$ cat config.mk
export PLATFORM = sky130hd
export DESIGN_NAME = uart_cmd_parser
export DESIGN_NICKNAME = d
export VERILOG_FILES = /design/src/rtl/uart_cmd_parser.sv
export SDC_FILE = /design/constraint.sdc
export NUM_CORES = 1
export LEC_CHECK = 0
export CORE_MARGIN = 8
export CORE_UTILIZATION = 59
export DETAILED_ROUTE_END_ITERATION = 16
export PLACE_DENSITY = 0.86
export SYNTH_ARGS = -nofsm -noshare
export SYNTH_HDL_FRONTEND = slang
export SYNTH_SLANG_ARGS = --single-unit
$ cat constraint.sdc
create_clock -name clk_50m -period 5.1 [get_ports clk_50m]
set_input_delay 1.53 -clock clk_50m [delete_from_list [all_inputs] [get_ports clk_50m]]
set_output_delay 1.53 -clock clk_50m [all_outputs]
set_load 0.01 [all_outputs]
$ cat src/rtl/uart_cmd_parser.sv
`timescale 1ns/1ps
// Purpose: parse HEADER,CMD,LEN,payload,CSUM byte frames from a UART receiver into commands.
// Latency: cmd_valid/frame_err pulse one cycle after the terminating byte is accepted.
// Backpressure: none; bytes are taken on the rising edge of uart_rx_done and never stalled.
// Optional: define UART_CMD_TIMEOUT_EN to abort frames after TIMEOUT_CYCLES of inter-byte silence.
module uart_cmd_parser #(
  parameter logic [7:0] HEADER         = 8'hA5,
  parameter int         MAX_LEN        = 4,
  parameter int         TIMEOUT_CYCLES = 50000
) (
  input  logic        clk_50m,
  input  logic        reset_n,
  input  logic [7:0]  uart_rx_data,
  input  logic        uart_rx_done,
  output logic        cmd_valid,
  output logic [7:0]  cmd_code,
  output logic [2:0]  cmd_len,
  output logic [31:0] cmd_payload,
  output logic        frame_err,
  output logic [7:0]  err_cnt
);

  // Reject configurations the 32-bit payload and 3-bit length cannot represent.
  if (MAX_LEN < 1 || MAX_LEN > 4 || TIMEOUT_CYCLES < 1) begin : g_bad_cfg
    $error("uart_cmd_parser: MAX_LEN must be 1..4 and TIMEOUT_CYCLES >= 1");
  end

  typedef enum logic [2:0] {
    ST_IDLE,
    ST_CMD,
    ST_LEN,
    ST_DATA,
    ST_CSUM
  } state_t;

  state_t      state;
  state_t      state_nxt;
  state_t      eval_state;
  logic        done_q;
  logic        byte_acc;
  logic [7:0]  sum;
  logic [1:0]  idx;
  logic [2:0]  len_q;
  logic [7:0]  code_q;
  logic [31:0] pay_q;
  logic        to_hit;
  logic        start_frame;
  logic        ld_code;
  logic        ld_len;
  logic        ld_data;
  logic        set_valid;
  logic        set_err;
  logic        last_byte;

  // A held-high done level counts as a single byte.
  assign byte_acc  = uart_rx_done && !done_q;
  assign last_byte = ({1'b0, idx} == (len_q - 3'd1));

  // Register the done strobe for rising-edge detection.
  always_ff @(posedge clk_50m or negedge reset_n) begin
    if (!reset_n) done_q <= 1'b0;
    else          done_q <= uart_rx_done;
  end

`ifdef UART_CMD_TIMEOUT_EN
  localparam int TW = $clog2(TIMEOUT_CYCLES + 1);
  logic [TW-1:0] to_cnt;

  // Count idle cycles inside a frame; any accepted byte restarts the count.
  always_ff @(posedge clk_50m or negedge reset_n) begin
    if (!reset_n)                                      to_cnt <= '0;
    else if (byte_acc || to_hit || state == ST_IDLE)   to_cnt <= '0;
    else                                               to_cnt <= to_cnt + 1'b1;
  end

  assign to_hit = (state != ST_IDLE) && (to_cnt == TW'(TIMEOUT_CYCLES));
`else
  assign to_hit = 1'b0;
`endif

  // State register.
  always_ff @(posedge clk_50m or negedge reset_n) begin
    if (!reset_n) state <= ST_IDLE;
    else          state <= state_nxt;
  end

  // Next-state and datapath controls; a timeout forces IDLE and the same-cycle byte is judged as in IDLE.
  always_comb begin
    state_nxt   = state;
    eval_state  = state;
    start_frame = 1'b0;
    ld_code     = 1'b0;
    ld_len      = 1'b0;
    ld_data     = 1'b0;
    set_valid   = 1'b0;
    set_err     = 1'b0;
    if (to_hit) begin
      eval_state = ST_IDLE;
      state_nxt  = ST_IDLE;
      set_err    = 1'b1;
    end
    if (byte_acc) begin
      case (eval_state)
        ST_IDLE: begin
          if (uart_rx_data == HEADER) begin
            start_frame = 1'b1;
            state_nxt   = ST_CMD;
          end
        end
        ST_CMD: begin
          ld_code   = 1'b1;
          state_nxt = ST_LEN;
        end
        ST_LEN: begin
          if (uart_rx_data > 8'(MAX_LEN)) begin
            set_err   = 1'b1;
            state_nxt = ST_IDLE;
          end else begin
            ld_len    = 1'b1;
            state_nxt = (uart_rx_data == 8'd0) ? ST_CSUM : ST_DATA;
          end
        end
        ST_DATA: begin
          ld_data = 1'b1;
          if (last_byte) state_nxt = ST_CSUM;
        end
        ST_CSUM: begin
          if (uart_rx_data == sum) set_valid = 1'b1;
          else                     set_err   = 1'b1;
          state_nxt = ST_IDLE;
        end
        default: state_nxt = ST_IDLE;
      endcase
    end
  end

  // Working frame: command, length, running sum and payload buffer.
  always_ff @(posedge clk_50m or negedge reset_n) begin
    if (!reset_n) begin
      sum    <= 8'd0;
      idx    <= 2'd0;
      len_q  <= 3'd0;
      code_q <= 8'd0;
      pay_q  <= 32'd0;
    end else begin
      if (start_frame) begin
        pay_q <= 32'd0;
        idx   <= 2'd0;
      end
      if (ld_code) begin
        code_q <= uart_rx_data;
        sum    <= uart_rx_data;
      end
      if (ld_len) begin
        len_q <= uart_rx_data[2:0];
        sum   <= sum + uart_rx_data;
        idx   <= 2'd0;
      end
      if (ld_data) begin
        pay_q[{idx, 3'b000} +: 8] <= uart_rx_data;
        sum                       <= sum + uart_rx_data;
        idx                       <= idx + 2'd1;
      end
    end
  end

  // Result pulses, published command fields and saturating error count.
  always_ff @(posedge clk_50m or negedge reset_n) begin
    if (!reset_n) begin
      cmd_valid   <= 1'b0;
      frame_err   <= 1'b0;
      cmd_code    <= 8'd0;
      cmd_len     <= 3'd0;
      cmd_payload <= 32'd0;
      err_cnt     <= 8'd0;
    end else begin
      cmd_valid <= set_valid;
      frame_err <= set_err;
      if (set_valid) begin
        cmd_code    <= code_q;
        cmd_len     <= len_q;
        cmd_payload <= pay_q;
      end
      if (set_err && err_cnt != 8'hFF) err_cnt <= err_cnt + 8'd1;
    end
  end

endmodule

==> results.cfg <==
[run_status]
outcome = finished clean

[synthesis]
synth_largest_area_cell = dfrtp_1
ys_types = 54
syn_area_um2 = 4840
synth_top_area_share_pct = 56.8
yosys_warnings = 0
synthCells = 393
ys.flop_type = dfrtp_1
ys_seq_area_share_pct = 56.8
synthArstFlopShare_pct = 100
ys_seq_elements = 110
syn_area_per_cell_um2 = 12.3
synth_area_leaders = dfrtp_1, mux2_2, a22o_1
synth_edf_count = 0
synth_nets = 419

[final_layout]
syn2layout_area_growth_pct = 19.2
nNetsFinal = 481
drive_gt1_share_pct = 17.4
diodes = 0
final_common_cell = dfrtp_1
num-fill-cells = 583
final_cell_mix = dfrtp_1, clkdlybuf4s50_1, mux2_2, nand2_1, a22o_1

[timing]
fin_crit_ns = 3.87
tightestPinTransition_ns = 1.24
slew_viol_final = 0
timing.final.crit_share_pct = 75.9
rsz0062_at_grt = no
fmax_ghz = 0.258
setup_tns_ns = 0
setup_viol = 0
holdWs_ns = 0.489
fin_skew_ns = 0.0141
hold_viol = 0
relSlewSlack_pct = 17.4

[global_routing]
grt_pass1_vias = 3402
grt_max_degree = 60
overflow = 0
antenna_found_initial = 0
groute.usage.overall_pct = 18.7
grt_first_pass_wirelength_um = 17000

[floorplan]
die_x_um = 107
rows = 33
core_area_um2 = 8090
die_area_um2 = 11400
io_pins = 64
start_util_pct = 59.8
dieHeight_um = 107

[worst_setup_path]
worstPathBufferInverterCount = 2
cpPeakStageDelay_ns = 0.54
cp_slowest_cell = nor2b_4
worstPathArrival_ns = 4.14
path_cells = clkdlybuf4s50_1 -> ha_1 -> nor4_1 -> o211a_1 -> nor2b_4 -> buf_12 -> mux2_2
critPathRequiredTime_ns = 5.37
criticalPathCategory = input pin to flop
critPathCaptureType = flop
crit_fanout = 24
startpoint_type = input pin
critPathTopFamily = simple AND/OR/NAND/NOR gates

[clocking]
post_cts_buffers = 0
clkLatencyLatePin_ns = 0.38
cts_tree = built
ctsHoldBuffers = 0
cts_resized = 0
cts_num_sinks = 110
cts-root-buf = clkbuf_8
path_clk_slew_ns = 0.10
h-tree-depth = 3
cts_buffers = 9
cts_buffer_depth = 2

[routing]
via_per_inst = 5.88
drt_iter0_drc = 190
wl_per_cell_um = 18.4
dr_total_vias = 3315
wl_um = 10400
drc = 0
first_pass_iters = 5
ant_nets = 0

[pwr]
p_int_w = 0.00142
switchingPower_w = 0.000717
p_comb_share_pct = 25.0
p_leak_nw = 2.73
power_frac_seq_pct = 52.0
ir_worst_vdd_v = 0.000234
p_clk_share_pct = 23.0
swShare_pct = 33.6
p_per_area_nw_per_um2 = 370

[place]
port_buffers = 63
hpwl_um = 7340
routabilityCongestion = 0.872

[flow_run]
drv_cap = 0

[min_path]
hold_class = flop to flop
-- through the flow --
step                      setup slack (ns)  std cells  area [µm²]  utilization, %  total power, W
after detailed placement             0.814        549        5600            69.1         0.00165
after floorplan                       1.85        393        4840               -         0.00148
after global placement               0.928        549        5600            69.1         0.00161
final                                 1.23        564        5780            71.4         0.00214
after CTS                             1.22        564        5780            71.4         0.00214
after global routing                  1.06        564        5780            71.4         0.00225
-- state kept, by name, summed over array words and instances, names as in the netlist --
register / count
cmd_payload: 32
err_cnt: 8
cmd_len: 3
done_q: 1
cmd_valid: 1
idx: 2
frame_err: 1
sum: 8
pay_q: 32
code_q: 8
len_q: 3
cmd_code: 8
eval_state: 3
-- final cells by class --
cell class / count / area [µm²] / area share [%]
Sequential cell: 110 / 2750 / 47.7
Multi-Input combinational cell: 252 / 1960 / 34.0
Timing Repair Buffer: 73 / 716 / 12.4
Tap cell: 105 / 131 / 2.27
Clock buffer: 9 / 124 / 2.14
Clock inverter: 6 / 56.3 / 0.975
Inverter: 9 / 33.8 / 0.585
-- worst reg2reg max path, cell delays in order, from the launching register on --
cell and delay, ns:
dfrtp_1 0.41, ha_1 0.35, nor4_1 0.32, o211a_1 0.23
nor2b_4 0.54, buf_12 0.27, mux2_2 0.37
-- per-layer routing --
metal	global-route usage [%]	wire (µm)
met2	30.8	5000
met4	9.85	291
met1	22.6	4380
met5	0	0
met3	3.96	703
-- final timing paths --
kind | endpoint | cells past startpoint | from | slack, ns
max | cmd_code[6]$_DFFE_PN0P_ | 7 | uart_rx_data[3] | 1.23
min | code_q[0]$_DFFE_PN0P_ | 2 | code_q[0]$_DFFE_PN0P_ | 0.49
max reg2reg | cmd_code[6]$_DFFE_PN0P_ | 6 | sum[4]$_DFFE_PN0P_ | 2.50
min reg2reg | code_q[0]$_DFFE_PN0P_ | 2 | code_q[0]$_DFFE_PN0P_ | 0.49
max in group asynchronous | code_q[3]$_DFFE_PN0P_ | 2 | reset_n | 3.19
min in group asynchronous | cmd_payload[9]$_DFFE_PN0P_ | 1 | reset_n | 0.96
-- kinds of logic (layout without fill, tap and decap cells) --
| family | after synthesis | after routing | share of synthesized area [%] |
|---|---|---|---|
| AO/OA/AOI/OAI | 77 | 77 | 11.9 |
| XOR/XNOR | 13 | 13 | 2.35 |
| adder cells (fa/ha/maj) | 15 | 15 | 4.03 |
| buffers and inverters | 31 | 97 | 2.82 |
| flip-flops | 110 | 110 | 56.8 |
| multiplexers | 47 | 47 | 10.9 |
| AND/OR/NAND/NOR | 100 | 100 | 11.2 |
-- cell usage after synthesis, types with 7 or more instances --
master	number
dfrtp_1	110
nand2_1	37
o21ai_0	15
inv_1	9
mux2_2	45
xnor2_1	8
ha_1	14
clkbuf_1	13
a22o_1	32
nor2_1	12
nor3_1	8
buf_2	7
-- power by group through the flow --
stage	combinational [W]	clock (W)	sequential, W
after floorplan	0.000399	0	0.00108
after global placement	0.000492	0	0.00112
after detailed placement	0.000530	0	0.00112
after CTS	0.000535	0.000499	0.00111
after global routing	0.000592	0.000530	0.00113
final	0.000535	0.000491	0.00111
Power figures use the tool's default switching activity.
